File: src/rtl/therm_sum_decoder_pkg.sv
// Shared types and helpers for the thermometer-sum decoder.
// Saturating arithmetic is done at 32 bits and clamped to the caller's width.
package therm_sum_decoder_pkg;

  localparam logic [0:0] ST_ACC  = 1'b0;
  localparam logic [0:0] ST_DONE = 1'b1;

  function automatic int unsigned cnt_width(input int unsigned n);
    return $clog2(n + 1);
  endfunction

  // Supports widths up to 32.
  function automatic logic [31:0] sat_add(input logic [31:0] a, input logic [31:0] b,
                                          input int unsigned w);
    logic [32:0] s;
    logic [32:0] m;
    s = {1'b0, a} + {1'b0, b};
    m = (33'd1 << w) - 33'd1;
    return (s > m) ? m[31:0] : s[31:0];
  endfunction

  function automatic logic add_ovf(input logic [31:0] a, input logic [31:0] b,
                                   input int unsigned w);
    logic [32:0] s;
    logic [32:0] m;
    s = {1'b0, a} + {1'b0, b};
    m = (33'd1 << w) - 33'd1;
    return s > m;
  endfunction

endpackage

File: src/rtl/therm_sum_decoder_decode.sv
// Combinational thermometer word check: ones-count plus bubble detection.
// A bubble is any set bit whose upper neighbour is clear.
module therm_decode
  import therm_sum_decoder_pkg::*;
#(
  parameter int unsigned N = 4
) (
  input  logic [N-1:0]            in_therm,
  output logic [cnt_width(N)-1:0] cnt,
  output logic                    bubble
);

  localparam int unsigned CW = cnt_width(N);

  always_comb begin
    cnt = '0;
    for (int i = 0; i < N; i++) begin
      cnt = cnt + CW'(in_therm[i]);
    end
  end

  always_comb begin
    bubble = 1'b0;
    for (int i = 0; i < N - 1; i++) begin
      bubble = bubble | (in_therm[i] & ~in_therm[i+1]);
    end
  end

endmodule

File: src/rtl/therm_sum_decoder.sv
// Accumulates thermometer-word ones-counts over a framed stream and presents
// one saturating per-frame result on a valid/ready output.
module therm_sum_decoder
  import therm_sum_decoder_pkg::*;
#(
  parameter int unsigned N     = 4,
  parameter int unsigned CNT_W = 8
) (
  input  logic             clk,
  input  logic             rst_n,
  input  logic             in_valid,
  output logic             in_ready,
  input  logic [N-1:0]     in_therm,
  input  logic             in_last,
  output logic             out_valid,
  input  logic             out_ready,
  output logic [CNT_W-1:0] out_sum,
  output logic [CNT_W-1:0] out_words,
  output logic             out_err,
  output logic             out_ovf
);

  localparam int unsigned CW = cnt_width(N);

  logic [CW-1:0]    cnt;
  logic             bubble;
  logic [0:0]       state_q, state_d;
  logic [CNT_W-1:0] sum_q, sum_d;
  logic [CNT_W-1:0] words_q, words_d;
  logic             err_q, err_d;
  logic             ovf_q, ovf_d;
  logic             beat;

  therm_decode #(
    .N(N)
  ) u_decode (
    .in_therm(in_therm),
    .cnt     (cnt),
    .bubble  (bubble)
  );

  assign beat = in_valid & (state_q == ST_ACC);

  always_comb begin
    state_d = state_q;
    sum_d   = sum_q;
    words_d = words_q;
    err_d   = err_q;
    ovf_d   = ovf_q;
    case (state_q)
      ST_ACC: begin
        if (beat) begin
          sum_d   = CNT_W'(sat_add(32'(sum_q), 32'(cnt), CNT_W));
          words_d = CNT_W'(sat_add(32'(words_q), 32'd1, CNT_W));
          err_d   = err_q | bubble;
          ovf_d   = ovf_q | add_ovf(32'(sum_q), 32'(cnt), CNT_W)
                          | add_ovf(32'(words_q), 32'd1, CNT_W);
          if (in_last) state_d = ST_DONE;
        end
      end
      default: begin
        if (out_ready) begin
          sum_d   = '0;
          words_d = '0;
          err_d   = 1'b0;
          ovf_d   = 1'b0;
          state_d = ST_ACC;
        end
      end
    endcase
  end

  always_ff @(posedge clk or negedge rst_n) begin
    if (!rst_n) begin
      state_q <= ST_ACC;
      sum_q   <= '0;
      words_q <= '0;
      err_q   <= 1'b0;
      ovf_q   <= 1'b0;
    end else begin
      state_q <= state_d;
      sum_q   <= sum_d;
      words_q <= words_d;
      err_q   <= err_d;
      ovf_q   <= ovf_d;
    end
  end

  assign in_ready  = (state_q == ST_ACC);
  assign out_valid = (state_q == ST_DONE);
  assign out_sum   = sum_q;
  assign out_words = words_q;
  assign out_err   = err_q;
  assign out_ovf   = ovf_q;

endmodule
File: config.mk
export PLATFORM = sky130hd
export DESIGN_NAME = therm_sum_decoder
export DESIGN_NICKNAME = d
export VERILOG_FILES = /design/src/rtl/therm_sum_decoder_pkg.sv /design/src/rtl/therm_sum_decoder_decode.sv /design/src/rtl/therm_sum_decoder.sv
export SDC_FILE = /design/constraint.sdc
export NUM_CORES = 1
export LEC_CHECK = 0
export ABC_AREA = 1
export ABC_CLOCK_PERIOD_IN_PS = 1800
export BUFFER_PORTS_ARGS = -buffer_cell sky130_fd_sc_hd__buf_4
export CORE_MARGIN = 1
export CORE_UTILIZATION = 48
export CTS_CLUSTER_SIZE = 12
export DETAILED_ROUTE_END_ITERATION = 12
export PLACE_DENSITY = 0.74
export RECOVER_POWER = 50
export SLEW_MARGIN = 40
export SYNTH_ARGS = -nofsm -noshare
export SYNTH_HDL_FRONTEND = slang
export SYNTH_SLANG_ARGS = --single-unit
File: constraint.sdc
create_clock -name clk -period 1.8 [get_ports clk]
set_input_delay 0.09 -clock clk [delete_from_list [all_inputs] [get_ports clk]]
set_output_delay 0.09 -clock clk [all_outputs]
set_load 0.02 [all_outputs]
==> key figures, run 1 <==
CTS
  • Clk slew on worst S/H paths: 0.11 ns
  • Clock buffer count from CTS: 3
  • Clock Root Buffer: clkbuf_4
  • H-tree levels: 1
  • Sinks on Clock Net: 19
  • Clock Latency Late Sink: 0.30 ns
  • CTS max path bufs: 2
  • CTS tree: built

Yosys
  • Yosys reg bits: 19
  • Synth warn: 0
  • Synthesized area: 0.00126 mm^2
  • Post-synthesis cell count: 172
  • Most frequently used flop master after synthesis: dfrtp_1
  • Dominant cells by area after synthesis: dfrtp_1 38%, nand2_1 16%, inv_1 8.3%
  • Ys async rst share: 1.00
  • Synth unique cells: 24
  • Seq/Total Area, Yosys: 0.377
  • Top cell type's share of synthesized area: 0.377
  • Mean post-synth cell area: 7.34 um^2
  • EDFF count, synth: 0
  • Area leader, netlist: dfrtp_1
  • Syn Nets: 190

Power and ir drop
  • Total power: 1750 uW
  • Pwr dens: 1020 mW/mm^2
  • Psw: 767 uW
  • Leakage: 0.000930 uW
  • Clock Power Share: 0.128
  • Seq pwr share: 0.367
  • P_int: 982 uW
  • Combinational power share: 0.505
  • Worst IR drop on VDD: 759 uV
  • Sw Share: 0.438

Timing
  • Setup WS post-layout: -0.0578 ns
  • RSZ-0062 raised after global routing: yes
  • Final hold vios: 0
  • Maximum operating frequency: 0.538 GHz
  • Final setup viols: 6
  • Slew Limit Fails: 0
  • Skew final: 0.00377 ns
  • Fin crit share: 1.03
  • Worst-margin pin slew: 1.01 ns
  • Relative slew slack: 0.323
  • Final worst path period need: 1.86 ns
  • Hold WS: 0.0400 ns

Place
  • Post-DP Area: 0.00156 mm^2
  • PortBufs: 28
  • Dpl hpwl: 2150 um
  • RD Place Congestion: 0.802
  • Placed Cells: 231

GRT
  • GR peak layer: met2
  • First-pass GRT wire length: 4730 um
  • Met3 usage: 0.0259
  • Initial antenna violation count: 0
  • M1 GR Usage: 0.271
  • Vias in the first global route: 1142
  • GRT overflow: 0
  • GRT Overall Usage: 0.229
  • Largest net degree at the start of global routing: 20
  • Met2 Use GR: 0.415

Worst setup path
  • Worst setup EP type: register
  • Critical path startpoint: in_therm[0]
  • Critical path fanouts, max: 3
  • WP data required: 1.99 ns
  • Crit path DAT: 2.05 ns
  • R2R Setup Slk: 0.17 ns
  • Reg-to-Reg Start: out_sum[0]
  • Worst-case reg-to-reg path depth: 8
  • Worst r2r dst: out_sum[4]
  • Startpoint types: primary input
  • Worst Setup EP: out_sum[4]
  • Kind of critical path: primary input to register

Die
  • Row cnt: 18
  • Die Y: 53.3 um
  • Die width: 53.3 um
  • Full die area: 0.00284 mm^2
  • Initial Util: 0.510
  • Core area: 0.00248 mm^2
  • Boundary Pins: 29

Finish
  • Share of layout cells above drive strength 1: 0.321
  • Ant. Diodes: 0
  • Final instance area: 0.00172 mm^2
  • Non-filler cells, final: 239
  • Area Growth Syn to Fin: 36.0%
  • NumNets Final: 228

Drt
  • DR vias: 1260
  • Vias per Instance: 5.27
  • Post-Route WL: 2980 um
  • Routed wire length per instance: 12.5 um
  • DRT Pass-1 Iters: 4
  • 1st-iter DRT viols: 26
  • Detail Route Antenna Nets: 0
  • Residual DRC: 0

Worst hold path
  • Worst min path class: primary input to register

Status
  • Status: finished with violations
  • Failing checks: setup timing

Flow run
  • Max-cap violation count: 0
==> cell usage in the layout, fill, tap and decap left out, types with 2 or more instances in the layout <==
master / count
nor3_2: 2
clkbuf_4: 3
nand4_1: 2
nand2_4: 3
o21ai_2: 2
o21ai_0: 2
ha_1: 2
nand3_1: 6
nor2_1: 9
dfrtp_1: 19
nand2_1: 48
xor2_1: 2
ha_4: 4
nand2_2: 5
o21ai_1: 6
inv_2: 5
nand3_2: 7
clkbuf_1: 6
buf_4: 26
o22ai_1: 5
inv_1: 24
a21oi_1: 4
nor2_2: 2
==> cell usage after synthesis (2+ instances only) <==
master / n
nand4_1: 2
inv_2: 2
o21ai_1: 3
inv_1: 28
nor2_2: 2
a21oi_1: 5
o21ai_0: 7
xor2_1: 2
nand3_2: 3
fa_1: 2
dfrtp_1: 19
nor2_1: 9
nand3_1: 10
ha_1: 7
nand2_1: 54
nand2_2: 2
nor3_1: 4
o22ai_1: 5
==> power groups by stage <==
stage / clock [uW] / combinational [uW] / sequential [uW]
after floorplan: 0 / 396 / 739
after global placement: 0 / 772 / 637
after detailed placement: 0 / 791 / 638
after CTS: 227 / 843 / 637
after global routing: 242 / 982 / 657
final: 224 / 882 / 642
==> flip-flops by register name (all words and copies together), names as in the netlist <==
register / count
out_valid: 1
out_err: 1
out_words: 8
out_ovf: 1
out_sum: 8
==> layout make-up <==
class / instances / area, um^2
repair buffers: 34 / 250
well taps: 30 / 37.5
fillers: 214 / 761
clock buffers: 4 / 26.3
multi-input cells: 122 / 812
flip-flops and latches: 19 / 475
inverters: 30 / 115
==> per-stage QoR <==
stage	setup WS (ns)	TNS (ns)	util
after global placement	-0.476	-3.56	0.631
after floorplan	-0.226	-1.44	-
after CTS	-0.0575	-0.352	0.669
after detailed placement	-0.523	-3.88	0.631
after global routing	-0.175	-0.982	0.693
final	-0.0578	-0.259	0.693
==> how the worst min path moves through the flow <==
stage	start	to	cells past startpoint
2_1_floorplan	rst_n	out_err	0
3_3_place_gp	rst_n	out_words[1]	1
3_5_place_dp	rst_n	out_words[0]	1
4_1_cts	in_last	out_valid	3
5_1_grt	out_ready	out_ovf	4
6_report	out_ready	out_ovf	4
==> routing by layer <==
| metal | vias up | part of all wire |
|---|---|---|
| li1 | 631 | - |
| met1 | 588 | 0.42 |
| met2 | 33 | 0.52 |
| met3 | 8 | 0.037 |
| met4 | 0 | 0.020 |
| met5 | - | 0 |
==> cells by family after synthesis <==
logic type	after synthesis	synth area share
adders and majority gates	9	0.101
buffers and inverters	31	0.0951
DFF	19	0.377
xor gates and xnor gates	2	0.0139
AOI/OAI and AO/OA	24	0.108
and+or+nand+nor	87	0.305
==> repair_timing <==
item	4_1_cts	5_1_grt
gates resized for setup	12	16
setup buffers	2	1
hold endpoints to repair	19	0
hold buffers	1	0
pin swaps	11	11
setup endpoints to repair	9	9
==> worst max-delay path, cell delays in order <==
cell     delay, ns
buf_6         0.10
ha_4          0.25
inv_2         0.03
fa_1          0.48
inv_2         0.05
ha_4          0.16
fa_2          0.38
nand2_4       0.08
a21oi_4       0.07
xor2_1        0.14
nand2_1       0.06
nand2_1       0.07
o21ai_1       0.08
No activity file was read; power rests on OpenSTA's default activity.
==> run 2: changes to the inputs <==
--- a/config.mk
+++ b/config.mk
@@ -5,7 +5,6 @@
 export SDC_FILE = /design/constraint.sdc
 export NUM_CORES = 1
 export LEC_CHECK = 0
-export ABC_AREA = 1
 export ABC_CLOCK_PERIOD_IN_PS = 1800
 export BUFFER_PORTS_ARGS = -buffer_cell sky130_fd_sc_hd__buf_4
 export CORE_MARGIN = 1
==> key figures, run 2 <==
Finish
  • Ant. Diodes: 0 (unchanged)
  • Area Growth Syn to Fin: 41.5%
  • FF+latch area: 479 um^2 (+0.79%)
  • Non-filler cells, final: 230 (-3.8%)
  • Most common cell after layout, fill and taps aside: buf_4
  • Fillers: 192 (-10%)
  • Area of the multi-input gates: 865 um^2 (+6.5%)
  • Final instance area: 0.00184 mm^2 (+7.1%)
  • Share of layout cells above drive strength 1: 0.390 (+0.0694)
  • Most frequent cells in the layout: 43 x buf_4, 16 x nand2_1, 16 x dfrtp_1, 10 x a21oi_1, 10 x nor2_1
  • NumNets Final: 219 (-3.9%)

Yosys
  • Most frequently used flop master after synthesis: dfrtp_1
  • Synth warn: 0 (unchanged)
  • Seq/Total Area, Yosys: 0.366 (-0.0109)
  • Yosys reg bits: 19 (unchanged)
  • Post-synthesis cell count: 151 (-12%)
  • Syn Nets: 169 (-11%)
  • Mean post-synth cell area: 8.61 um^2 (+17%)
  • Count leader, synth: dfrtp_1
  • Top cell type's share of synthesized area: 0.366 (-0.0109)
  • EDFF count, synth: 0 (unchanged)
  • Synthesized area: 0.00130 mm^2 (+3.0%)
  • Synth unique cells: 42 (+75%)
  • Area leader, netlist: dfrtp_1
  • Top cells by count, synth: 19 x dfrtp_1, 17 x nand2_1, 13 x a21oi_1
  • Ys async rst share: 1.00 (unchanged)
  • Dominant cells by area after synthesis: dfrtp_1 37%, ha_1 6.7%, a21oi_1 5.0%

Worst setup path
  • Kind of critical path: primary input to register
  • Critical-path cell list: buf_6 -> ha_4 -> inv_2 -> fa_1 -> inv_2 -> ha_4 -> fa_2 -> a21o_1 -> nand4_1 -> a21oi_1 -> nor2_1 -> nor3_2
  • Largest stage delay, worst path: 0.49 ns (about the same)
  • Critical path fanouts, max: 4 (+1)
  • R2R Setup Slk: 0.02 ns (-0.15 ns)
  • WP data required: 1.99 ns (about the same)
  • Reg-to-Reg Start: out_sum[0]
  • Startpoint types: primary input
  • Worst r2r dst: out_sum[3]
  • Worst-case reg-to-reg path depth: 7 (-1)
  • Critical path's slowest cell: fa_1
  • Worst setup EP type: register
  • Crit path DAT: 2.19 ns (+0.14 ns)

Status
  • Failing checks: setup timing
  • Status: finished with violations

Place
  • PortBufs: 28 (unchanged)
  • Placed Cells: 222 (-3.9%)
  • Post-DP Area: 0.00170 mm^2 (+8.9%)
  • RD Place Congestion: 0.850 (+6.0%)
  • Dpl hpwl: 2540 um (+18%)

Drt
  • DRT Pass-1 Iters: 4 (unchanged)
  • DR vias: 1331 (+5.6%)
  • Vias per Instance: 5.79 (+9.8%)
  • 1st-iter DRT viols: 34 (+31%)
  • Residual DRC: 0 (unchanged)
  • Routed wire length per instance: 15.1 um (+21%)
  • Detail Route Antenna Nets: 0 (unchanged)
  • Post-Route WL: 3480 um (+17%)

Die
  • Die width: 54.0 um (+1.4%)
  • Row cnt: 18 (unchanged)
  • Full die area: 0.00292 mm^2 (+2.9%)
  • Core area: 0.00252 mm^2 (+1.8%)
  • Die Y: 54.0 um (+1.4%)
  • Initial Util: 0.515 (+0.00578)
  • Boundary Pins: 29 (unchanged)

CTS
  • Clk slew on worst S/H paths: 0.10 ns (about the same)
  • Clock Root Buffer: clkbuf_4
  • H-tree levels: 1 (unchanged)
  • Clock buffer count from CTS: 3 (unchanged)
  • Sinks on Clock Net: 19 (unchanged)
  • CTS tree: built
  • CTS max path bufs: 2 (unchanged)
  • Clock Latency Late Sink: 0.31 ns (about the same)

Flow run
  • Max-cap violation count: 0 (unchanged)

Timing
  • Final worst path period need: 2.00 ns (+0.146 ns)
  • Maximum operating frequency: 0.499 GHz (-7.3%)
  • Setup WS post-layout: -0.203 ns (-0.146 ns)
  • RSZ-0062 raised after global routing: yes
  • Worst-margin pin slew: 1.04 ns (+0.0225 ns)
  • Final setup viols: 9 (+3)
  • Final hold vios: 0 (unchanged)
  • Slew Limit Fails: 0 (unchanged)
  • Skew final: 0.00583 ns (+0.00206 ns)
  • Setup TNS Final: -1.32 ns (-1.06 ns)
  • Relative slew slack: 0.308 (-0.0150)
  • Fin crit share: 1.11 (+0.0809)

Power and ir drop
  • Worst IR drop on VDD: 1020 uV (+34%)
  • Pwr dens: 1110 mW/mm^2 (+9.1%)
  • Leakage: 0.000821 uW (-12%)

Worst hold path
  • Worst Hold Launch: in_valid
  • Worst min path class: primary input to register
  • Hold Crit Endpoint: out_err
  • Hold-critical path depth: 3 (-1)

GRT
  • First-pass GRT wire length: 5690 um (+20%)
  • GRT overflow: 0 (unchanged)
  • Vias in the first global route: 1287 (+13%)
  • GRT Overall Usage: 0.275 (+0.0463)
  • Initial antenna violation count: 0 (unchanged)
  • Largest net degree at the start of global routing: 20 (unchanged)
run 2: how the worst max path moves through the flow:
stage / startpoint / endpoint / slack, ns / depth (start not counted)
floorplan: in_therm[1] / out_sum[5] / -0.29 / 11
global placement: in_therm[1] / out_sum[3] / -0.48 / 12
detailed placement: in_therm[1] / out_sum[5] / -0.54 / 12
CTS: in_therm[1] / out_sum[3] / -0.19 / 12
global route: in_therm[1] / out_sum[3] / -0.27 / 12
finish: in_therm[1] / out_sum[3] / -0.20 / 12
run 2: metal layers:
| metal | wire [um] | share of wire | vias to the layer above | GRT usage |
|---|---|---|---|---|
| li1 | - | - | 644 | - |
| met1 | 1590 | 0.46 | 633 | 0.348 |
| met2 | 1650 | 0.47 | 43 | 0.432 |
| met3 | 152 | 0.044 | 11 | 0.0734 |
| met4 | 86 | 0.025 | 0 | 0.128 |
| met5 | 0 | 0 | - | 0 |
run 2: report_power, final:
part | switching, uW | internal [uW]
registers | 144 | 536
clock network | 137 | 86.6
logic | 594 | 546
total | 875 | 1170
run 2: area by class of cell:
type,count,share of cell area
clock buffers,4,0.0143
inverters,10,0.0204
well taps,30,0.0204
multi-input cells,114,0.470
repair buffers,53,0.214
flip-flops and latches,19,0.261
run 2: what timing repair did:
item                                    in CTS  in global routing
resized for setup                            9                 11
buffers inserted                             0                  1
endpoints found under the setup margin      10                 12
pin swaps                                    2                  6
hold buffers                                 3                  0
endpoints found under the hold margin       21                  0
run 2: kinds of logic after synthesis:
logic type | Yosys count | share of synthesized area
flops | 19 | 0.366
fa+ha+maj | 9 | 0.0982
compound gates | 43 | 0.219
simple gates | 58 | 0.224
buf+inv | 18 | 0.0645
mux | 1 | 0.00770
xor+xnor | 3 | 0.0202
run 2: per-stage QoR:
stage	hold WS (ns)	util	total power, uW	setup WS, ns
3_3_place_gp	-0.0156	0.675	1710	-0.481
3_5_place_dp	-0.0205	0.675	1740	-0.540
6_report	0.106	0.729	2040	-0.203
2_1_floorplan	-0.206	-	1290	-0.289
4_1_cts	0.0996	0.711	2010	-0.189
5_1_grt	0.106	0.729	2190	-0.275
run 2: critical path: cells and delay by family:
family	cells	cell delay, ns
buf+inv	3	0.18
simple gates	3	0.35
compound gates	2	0.32
fa+ha+maj	4	1.25
==> run 3: changes to the inputs <==
--- a/config.mk
+++ b/config.mk
@@ -5,13 +5,13 @@
 export SDC_FILE = /design/constraint.sdc
 export NUM_CORES = 1
 export LEC_CHECK = 0
-export ABC_CLOCK_PERIOD_IN_PS = 1800
+export ABC_CLOCK_PERIOD_IN_PS = 2300
 export BUFFER_PORTS_ARGS = -buffer_cell sky130_fd_sc_hd__buf_4
 export CORE_MARGIN = 1
-export CORE_UTILIZATION = 48
+export CORE_UTILIZATION = 53
 export CTS_CLUSTER_SIZE = 12
 export DETAILED_ROUTE_END_ITERATION = 12
-export PLACE_DENSITY = 0.74
+export PLACE_DENSITY = 0.77
 export RECOVER_POWER = 50
 export SLEW_MARGIN = 40
 export SYNTH_ARGS = -nofsm -noshare
==> constraint.sdc (replaced) <==
create_clock -name clk -period 2.3 [get_ports clk]
set_input_delay 0.115 -clock clk [delete_from_list [all_inputs] [get_ports clk]]
set_output_delay 0.115 -clock clk [all_outputs]
set_load 0.02 [all_outputs]
==> key figures, run 3 (synthesis results as in run 2) <==
Status
  • Status: completed

Timing
  • Fin crit share: 0.948
  • Worst-margin pin slew: 1.05 ns (+0.0122 ns)
  • Slew Limit Fails: 0 (unchanged)
  • Skew final: 0.00583 ns (-0.00000180 ns)
  • Final worst path period need: 2.18 ns
  • Maximum operating frequency: 0.459 GHz
  • Relative slew slack: 0.300 (-0.00812)
  • Final hold vios: 0 (unchanged)
  • Final setup viols: 0 (-9)
  • Hold WS: 0.0179 ns (-0.0884 ns)
  • RSZ-0062 raised after global routing: no

CTS
  • Clock Root Buffer: clkbuf_4
  • CTS tree: built
  • Post-CTS Setup Bufs: 0 (unchanged)
  • Clock buffer count from CTS: 3 (unchanged)
  • CTS max path bufs: 2 (unchanged)
  • Hold-fix buffers, CTS: 1 (-2)
  • H-tree levels: 1 (unchanged)
  • Clk slew on worst S/H paths: 0.11 ns (about the same)
  • Clock Latency Late Sink: 0.30 ns (about the same)
  • Sinks on Clock Net: 19 (unchanged)
  • Post-cts resize count: 0 (-9)

Finish
  • NumNets Final: 202 (-7.8%)
  • Fillers: 195 (+1.6%)
  • Final instance area: 0.00155 mm^2 (-16%)
  • Most frequent cells in the layout: 26 x buf_4, 19 x dfrtp_1, 17 x nand2_1, 13 x a21oi_1, 12 x nor2_1
  • Ant. Diodes: 0 (unchanged)
  • Share of layout cells above drive strength 1: 0.175 (-0.215)
  • Area Growth Syn to Fin: 19.5%
  • Most common cell after layout, fill and taps aside: buf_4

Worst setup path
  • Worst setup EP type: register
  • Worst r2r dst: out_words[4]
  • Reg-to-Reg Start: out_words[1]
  • Worst-case reg-to-reg path depth: 6 (-1)
  • Kind of critical path: primary input to register
  • Startpoint types: primary input
  • R2R Setup Slk: 0.21 ns (+0.19 ns)
  • Crit path DAT: 2.38 ns (+0.19 ns)
  • WP data required: 2.50 ns (+0.51 ns)
  • Critical path fanouts, max: 4 (unchanged)

GRT
  • Initial antenna violation count: 0 (unchanged)
  • GRT overflow: 0 (unchanged)
  • M1 GR Usage: 0.390 (+0.0419)
  • Vias in the first global route: 1093 (-15%)
  • Met2 Use GR: 0.359 (-0.0728)
  • GR peak layer: met1
  • GRT Overall Usage: 0.253 (-0.0215)
  • First-pass GRT wire length: 5000 um (-12%)
  • Largest net degree at the start of global routing: 20 (unchanged)
  • Met3 usage: 0.0351 (-0.0384)

Flow run
  • Max-cap violation count: 0 (unchanged)

Power and ir drop
  • Combinational power share: 0.472 (-0.086)
  • P_int: 755 uW (-35%)
  • Worst IR drop on VDD: 749 uV (-27%)
  • Leakage: 0.000715 uW (-13%)
  • Seq pwr share: 0.400 (+0.067)
  • Pwr dens: 875 mW/mm^2 (-21%)
  • Sw Share: 0.445 (+0.0163)
  • Clock Power Share: 0.128 (+0.018)
  • Psw: 605 uW (-31%)

Drt
  • Detail Route Antenna Nets: 0 (unchanged)
  • DR vias: 1242 (-6.7%)
  • Routed wire length per instance: 14.2 um (-6.1%)
  • DRT Pass-1 Iters: 4 (unchanged)
  • Residual DRC: 0 (unchanged)
  • Vias per Instance: 5.89 (+1.7%)
  • Post-Route WL: 3000 um (-14%)
  • 1st-iter DRT viols: 50 (+47%)

Die
  • Boundary Pins: 29 (unchanged)
  • Row cnt: 17 (-1)
  • Initial Util: 0.577 (+0.0612)
  • Full die area: 0.00265 mm^2 (-9.1%)
  • Die Y: 51.5 um (-4.7%)
  • Die width: 51.5 um (-4.7%)
  • Core area: 0.00225 mm^2 (-11%)

Place
  • RD Place Congestion: 0.896 (+5.4%)
  • PortBufs: 28 (unchanged)
  • Post-DP Area: 0.00155 mm^2 (-8.9%)
  • Dpl hpwl: 2210 um (-13%)

Worst hold path
  • Hold Crit Endpoint: out_valid
  • Worst min path class: primary input to register
  • Worst Hold Launch: in_last
  • Hold-critical path depth: 3 (unchanged)
## run 3: changes by cell type in the layout (fill, tap and decap cells not counted), moves of 3 or more
cell | previous run | this run
inv_1 | 7 | 10
dfrtp_1 | 16 | 19
clkbuf_1 | 6 | 10
buf_4 | 43 | 26
a21oi_1 | 10 | 13
inv_2 | 3 | 0
ha_1 | 3 | 7
a21oi_2 | 4 | 1
dfrtp_2 | 3 | 0
ha_4 | 4 | 0
## run 3: worst max-delay path by stage
stage	startpoint	endpoint	slack, ns	depth (start not counted)
after global placement	in_therm[0]	out_sum[5]	-0.12	12
after detailed placement	in_therm[0]	out_sum[6]	-0.21	11
final	in_therm[1]	out_sum[6]	0.12	11
after floorplan	in_therm[0]	out_sum[5]	0.09	11
after global routing	in_therm[0]	out_sum[5]	0.005	12
after CTS	in_therm[0]	out_sum[6]	0.11	11
## run 3: cell type report
class	count	area, um^2	area share
sequential	19	475	0.306
tap	28	35.0	0.0225
timing repair buffer	36	239	0.154
clock buffer	4	26.3	0.0169
inverter	10	37.5	0.0242
multi-input combinational	114	741	0.477
## run 3: worst max-delay path, stage by stage
cell and delay (ns):
buf_4 0.12, ha_1 0.26, inv_1 0.04, fa_1 0.48, inv_1 0.04, ha_1 0.20
fa_1 0.42, a21o_1 0.23, nand2_1 0.10, nor3_1 0.06, a211oi_1 0.31
## run 3: power by group through the flow
| stage | sequential, uW | clock [uW] | combinational [uW] |
|---|---|---|---|
| floorplan | 607 | 0 | 379 |
| global placement | 546 | 0 | 659 |
| detailed placement | 552 | 0 | 671 |
| CTS | 545 | 180 | 675 |
| global route | 564 | 189 | 707 |
| finish | 544 | 175 | 642 |
## run 3: metal layers
metal	share of wire	vias up
li1	-	604
met1	0.49	582
met2	0.43	52
met3	0.066	4
met4	0.0093	0
met5	0	-
## run 3: per-stage QoR
stage                      util  setup slack, ns  total power, uW  instances  TNS [ns]
after global placement    0.688           -0.120             1200        206    -0.597
after floorplan               -           0.0872              986        151         0
after global routing      0.689          0.00488             1460        211         0
after detailed placement  0.688           -0.212             1220        206     -1.18
after CTS                 0.704            0.112             1400        211         0
final                     0.689            0.120             1360        211         0
